<file path="config.mk">
export PLATFORM = sky130hd
export DESIGN_NAME = corefifo_rd_ctrl
export DESIGN_NICKNAME = d
export VERILOG_FILES = /design/src/rtl/corefifo_rd_ctrl.sv
export SDC_FILE = /design/constraint.sdc
export NUM_CORES = 1
export LEC_CHECK = 0
export BUFFER_PORTS_ARGS = -buffer_cell sky130_fd_sc_hd__buf_2
export CAP_MARGIN = 40
export CORE_MARGIN = 3
export CORE_UTILIZATION = 50
export DETAILED_ROUTE_END_ITERATION = 16
export PLACE_DENSITY = 0.81
export RECOVER_POWER = 50
export SLEW_MARGIN = 20
export SYNTH_ARGS = -nofsm -noshare
export SYNTH_HDL_FRONTEND = slang
export SYNTH_SLANG_ARGS = --single-unit
</file>
<file path="constraint.sdc">
create_clock -name rclk -period 5.2 [get_ports rclk]
set_clock_uncertainty 0.05 [all_clocks]
set_input_delay 0.52 -clock rclk [delete_from_list [all_inputs] [get_ports rclk]]
set_output_delay 0.52 -clock rclk [all_outputs]
set_load 0.005 [all_outputs]
</file>
<file path="src/rtl/corefifo_rd_ctrl.sv">
// Read-side pointer and status controller for an asynchronous FIFO.
// Lives in the read clock domain. It takes the write pointer, already synchronized
// and converted to binary, and from it derives:
//   - the read pointer (binary and gray)
//   - the RAM read address and enable
//   - the fill count and the empty / almost-empty flags
//   - the underflow pulse
//   - read-data-valid, aligned to the RAM read latency
//   - a sticky pointer-consistency error
//
// Handshake: rd_en is a request, not a strobe. It is accepted (ram_re=1) only in a
// cycle where the registered empty flag is low. A refused request (rd_en while empty)
// leaves the pointer untouched and raises underflow on the next edge. rvalid marks
// the RAM output RD_LATENCY cycles after each accepted read. There is no backpressure
// on rvalid.
module corefifo_rd_ctrl #(
    parameter int ADDRWIDTH     = 3,
    parameter int AEMPTY_THRESH = 1,
    parameter int RD_LATENCY    = 1
) (
    input  logic                 rclk,
    input  logic                 rrst_n,
    input  logic                 rd_en,
    input  logic [ADDRWIDTH:0]   wptr_bin,
    output logic [ADDRWIDTH-1:0] raddr,
    output logic                 ram_re,
    output logic [ADDRWIDTH:0]   rptr_gray,
    output logic [ADDRWIDTH:0]   rdcnt,
    output logic                 empty,
    output logic                 aempty,
    output logic                 underflow,
    output logic                 rvalid,
    output logic                 ptr_err
);

    localparam int PW = ADDRWIDTH + 1;

    // Thresholds widened to 32 bits, so the count compares without truncation.
    localparam logic [31:0] DEPTH_U  = 1 << ADDRWIDTH;
    localparam logic [31:0] THRESH_U = AEMPTY_THRESH;

    logic [PW-1:0]         rptr_bin;
    logic [PW-1:0]         rptr_next;
    logic [PW-1:0]         cnt_next;
    logic [31:0]           cnt_wide;
    logic                  re_acc;
    logic [RD_LATENCY-1:0] rv_pipe;

    // Accept a read only when the registered flag says data is present.
    // Gating with ~empty also keeps an unknown rd_en from moving the pointer
    // while the FIFO is empty.
    always_comb begin
        re_acc    = rd_en & ~empty;
        rptr_next = rptr_bin + {{(PW-1){1'b0}}, re_acc};
        cnt_next  = wptr_bin - rptr_next;
        cnt_wide  = {{(32-PW){1'b0}}, cnt_next};
    end

    assign ram_re = re_acc;
    assign raddr  = rptr_bin[ADDRWIDTH-1:0];
    assign rvalid = rv_pipe[RD_LATENCY-1];

    // Pointer, count and flag registers.
    // Flags come from the post-read count, so a drain of the last word blocks the
    // very next request.
    always_ff @(posedge rclk or negedge rrst_n) begin
        if (!rrst_n) begin
            rptr_bin  <= '0;
            rptr_gray <= '0;
            rdcnt     <= '0;
            empty     <= 1'b1;
            aempty    <= 1'b1;
            underflow <= 1'b0;
            ptr_err   <= 1'b0;
        end else begin
            rptr_bin  <= rptr_next;
            rptr_gray <= rptr_next ^ (rptr_next >> 1);
            rdcnt     <= cnt_next;
            empty     <= (cnt_next == '0);
            aempty    <= (cnt_wide <= THRESH_U);
            underflow <= rd_en & empty;
            ptr_err   <= ptr_err | (cnt_wide > DEPTH_U);
        end
    end

    // Delay line for accepted reads, matching the RAM read latency.
    // A reset drops any pulses still in flight.
    always_ff @(posedge rclk or negedge rrst_n) begin
        if (!rrst_n) begin
            rv_pipe <= '0;
        end else begin
            rv_pipe[0] <= re_acc;
            for (int i = 1; i < RD_LATENCY; i++) begin
                rv_pipe[i] <= rv_pipe[i-1];
            end
        end
    end

endmodule

</file>
# After elaboration in Yosys (flattened, before gate mapping)
# Cells that the tools add are included.
totals:
  ramBits: 0
  n_memories: 0
  mem_bits_ro: 0
  elab_cells: 18
  latchBits: 0
  register_bits: 17
  out_inout_bits: 17
classes:
  div_mod_pow: 0
  multipliers: 0
  bitwise_logic: 5
  reduce_logical: 1
  n_eq_ne: 0
  shifts: 0
  order_cmp: 2
  add_sub_neg: 2
  muxes: 0
op_table:
  columns: ["cell", "n"]
  rows:
  - ["$add A4 B1 Y4", 1]
  - ["$gt A4 B4 Y1 const B", 1]
  - ["$le A4 B1 Y1 const B", 1]
  - ["$logic_not A4 Y1", 1]
  - ["$sub A4 B4 Y4", 1]
  - ["$xor A4 B3 Y4", 1]
  - ["$and A1 B1 Y1", 2]
  - ["$not A1 Y1", 1]
  - ["$or A1 B1 Y1", 1]

# Logic depth before layout (Yosys ltp)
logic_depth:
  word_depth: 6
  depth_mapped: 8

# Worst setup path after synthesis
# Ideal clock, no wire load.
synth_timing:
  path_type: "in2reg"
  start: "in rd_en"
  end: "reg ptr_err"
  t_required_ns: 5.030
  t_arrival_ns: 2.100
  stages: 8
  path_buffers: 0
  slack_ns: 2.930
  cell_sequence: "nor2b_1 > ha_1 > ha_1 > xnor2_1 > ha_1 > nor3_2 > o211ai_2 > a31o_1"
synth_via:
  elab_chain_len: 5
synth_rtl:
  columns: ["element", "line_no", "text"]
  rows:
  - ["start: declaration", "23", "input logic rd_en,"]
  - ["$and A1 B1 Y1", "53", "re_acc = rd_en & ~empty;"]
  - ["$add A4 B1 Y4", "54", "rptr_next = rptr_bin + {{(PW-1){1'b0}}, re_acc};"]
  - ["net rptr_next[1]", "43", "logic [PW-1:0] rptr_next;"]
  - ["$sub A4 B4 Y4", "55", "cnt_next = wptr_bin - rptr_next;"]
  - ["$gt A4 B4 Y1", "82", "ptr_err <= ptr_err | (cnt_wide > DEPTH_U);"]
  - ["$or A1 B1 Y1", "82", null]
  - ["end signal: assignment", "82", null]
  - ["end: declaration", "33", "output logic ptr_err"]
# The timed path passes the listed nets, and every way through them passes these cells.

# Worst setup path in the final report
layout_timing:
  start: "reg empty"
  end: "reg ptr_err"
layout_via:
  elab_chain_len: 6
layout_rtl:
  columns: ["element", "line_no", "text"]
  rows:
  - ["start: declaration", "29", "output logic empty,"]
  - ["start signal: assignment", "79", "empty <= (cnt_next == '0);"]
  - ["$not A1 Y1", "53", null]
  - ["$and A1 B1 Y1", "53", null]
  - ["$add A4 B1 Y4", "54", null]
  - ["net rptr_next[1]", "43", null]
  - ["$sub A4 B4 Y4", "55", null]
  - ["$gt A4 B4 Y1", "82", null]
  - ["$or A1 B1 Y1", "82", null]
# The timed path passes the listed nets, and every way through them passes these cells.

==> summary.md <==
| Metric | Value |
|---|---|
| Most frequent CP cell | `ha_1` |
| Pwr dens | `711 mW/mm²` |
| HPWL after DPL | `973 µm` |
| Syn Inst Count | `53` |
| Yosys top cell area share | `0.497` |
| Minimum clock period after layout | `roughly 2.3 ns` |
| Port bufs | `23` |
| Reg2reg start | `empty$_DFF_PN1_` |
| H-tree depth | `1` |
| Max Fclk | `0.435 GHz` |
| Cell variety after synth | `22` |
| CP Max Fanout | `6` |
| CTS resizes | `0` |
| Die width | `between 40 and 50 µm` |
| CTS root buffer | `clkbuf_4` |
| CP required | `approximately 5.3 ns` |
| Pwr Total | `0.609 mW` |
| Largest net degree at the start of global routing | `17` |
| Final non-filler cell area | `between 800 and 900 µm²` |
| Yosys Warn Count | `0` |
| Slowest stage delay, CP | `about 0.54 ns` |
| CTS buffer count | `3` |
| Arrival @ worst endpoint | `around 2.4 ns` |
| Placed inst area | `around 840 µm²` |
| Clk sinks | `16` |
| Final worst slack | `between 2 and 3 ns` |
| Worst skew pair latency | `0.27 ns` |
| Final Hold Fails | `0` |
| Status | `finished, final reports clean` |
| # Post-CTS Setup Buffers | `0` |
| Synthesized area per cell | `approximately 13 µm²` |
| CP max stage cell | `dfstp_1` |
| CP Launch Point | `empty$_DFF_PN1_` |
| Part of the Yosys area used for sequential elements | `0.572` |
| Initial Utilization | `0.579` |
| Via count | `~460` |
| Via-per-instance ratio | `4.93` |
| RSZ-0062 raised after global routing | `false` |
| Worst Path Class, Setup | `register to register` |
| Core area | `0.00122 mm²` |
| # nets final | `between 90 and 100` |
| Top post-synthesis cells by count | `14 x dfrtp_1, 6 x inv_1, 5 x xnor2_1, 4 x ha_1, 3 x nor2b_1` |
| Worst slew pin tran | `between 0.8 and 0.9 ns` |
| Routed Antenna Nets | `0` |
| Max-slew headroom | `0.458` |
| Final non-filler cell total | `94` |
| Ports | `24` |
| Number of antenna violations at the first check in global routing | `0` |
| Main synth FF type | `dfrtp_1` |
| Worst hold-check path type | `input port to async pin` |
| Placed insts | `90` |
| First drt pass iteration count | `2` |
| RR Endpoint | `ptr_err$_DFF_PN0_` |
| Synth-to-layout area growth | `21.7%` |
| GR Util All Layers | `0.154` |
| Drt first-iter violations | `2` |
| Final setup TNS | `0 ns` |
| N_diodes | `0` |
| Post-synthesis register bit count | `16` |
| First-pass GRT wire length | `2.15 mm` |
| Maxcap violations | `0` |
| Post-synth top area cell | `dfrtp_1` |
| Worst slack, placed | `2.72 ns` |
| Register-to-Register Path Depth | `8` |
| Fin crit share | `0.442` |
| LEAKAGE | `approximately 0.42 nW` |
| R2r setup slk | `2.90 ns` |
| Mapped Area | `704 µm²` |
| Wire per inst | `about 13 µm` |
| Worst setup EP type | `register` |
| Hold_buf cts | `0` |
| Async set-reset flop share out of synthesis | `1.00` |
| Core Rows | `12` |
| Global route overflow | `0` |
| Residual DRC count | `0` |
| CTS tree | `yes` |
| Cell Chain, Critical Path | `nor2b_1, ha_1, ha_1, xnor2_1, ha_1, nor3_2, o211ai_2, a31o_1` |
| Peak supply drop | `~0.47 mV` |
| CP Launch Type | `register` |
| Most common cell in the netlist | `dfrtp_1` |
| Synthesized netlist net count | `between 60 and 70` |
| Final setup fails | `0` |
| Dominant cells by area after synthesis | `dfrtp_1 50%, dfstp_2 7.5%, ha_1 7.1%` |
| Vias in the first global route | `between 500 and 600` |
| Die Ht | `43.5 µm` |
| Clock slew at reported path FFs | `roughly 0.09 ns` |
| Post-synth EDFFs | `0` |
| Drt total wl | `1.18 mm` |
| Fill cell count | `between 90 and 100` |
| Share of layout cells above drive strength 1 | `0.325` |
| GPL Wtd Cong | `around 0.8` |
| Fin. max-slew vios | `0` |
| Die Area | `approximately 0.0019 mm²` |
| Max Root-Sink Buffers | `2` |
-- where the power goes --
group | internal [mW] | switching, mW | total, mW
Combinational | 0.159 | 0.174 | 0.332
Sequential | 0.186 | 0.0267 | 0.213
Clock | 0.0296 | 0.0340 | 0.0636
Total | 0.375 | 0.234 | 0.609
-- worst max-delay path by stage --
stage	to	slack, ns	cells past startpoint
5_1_grt	ptr_err$_DFF_PN0_	2.74	8
3_5_place_dp	ptr_err$_DFF_PN0_	2.72	9
3_3_place_gp	ptr_err$_DFF_PN0_	2.75	9
2_1_floorplan	ptr_err$_DFF_PN0_	2.93	8
4_1_cts	ptr_err$_DFF_PN0_	2.90	8
6_report	ptr_err$_DFF_PN0_	2.90	8
-- state kept, by name, indices dropped and copies added, names as in the netlist --
name / flops
rptr_bin: 4
underflow: 1
rvalid: 1
aempty: 1
rdcnt: 4
empty: 1
ptr_err: 1
rptr_gray: 3
-- placed cells by master (no fill, tap or decap) --
cell	count
buf_2	18
and2_1	2
a31o_1	1
a211oi_1	1
nor2b_1	3
xnor2_2	1
xnor2_1	5
nand2_1	1
xnor3_1	1
nand3_1	2
nor2_1	1
a21o_1	1
xor2_1	2
nor3_2	1
nand2b_1	1
clkbuf_4	3
ha_1	4
o221ai_2	1
dfstp_1	1
dfrtp_1	14
clkbuf_1	6
dfstp_2	1
o21a_1	1
o211ai_2	1
a21oi_1	1
inv_1	6
-- per-stage QoR --
step / util / hold WS, ns
after floorplan: - / 0.174
after global placement: 0.688 / 0.389
after detailed placement: 0.688 / 0.394
after CTS: 0.710 / 0.0948
after global routing: 0.705 / 0.324
final: 0.705 / 0.256
-- area by class of cell --
cell class,count,area [µm²],share of cell area
multi-input combinational,31,279,0.326
inverter,6,22.5,0.0263
sequential,16,403,0.470
clock buffer,4,26.3,0.0307
timing repair buffer,23,109,0.127
tap,14,17.5,0.0204
-- cell families (layout without fill, tap and decap cells) --
family                   Yosys count  after routing  share of synthesized area
AND/OR/NAND/NOR                   11             11                     0.0924
XOR/XNOR                           9              9                      0.142
AO/OA/AOI/OAI                      7              7                     0.0906
buffers and inverters              6             33                     0.0320
flip-flops                        16             16                      0.572
adder cells (fa/ha/maj)            4              4                     0.0711
-- critical path, delay by kind of cell, from the launching register on --
family,cells,cell delay [ns]
fa+ha+maj,3,0.83
flops,1,0.54
xor+xnor,1,0.17
compound gates,2,0.32
simple gates,2,0.29
-- metal layers --
layer / vias up / track usage / share of wire
met1: 211 / 0.171 / 0.39
met2: 16 / 0.280 / 0.53
met4: 0 / 0.0542 / 0.014
met5: - / 0 / 0
met3: 2 / 0.0415 / 0.063
li1: 234 / - / -
Note: power is estimated with default switching activity, not from simulation.
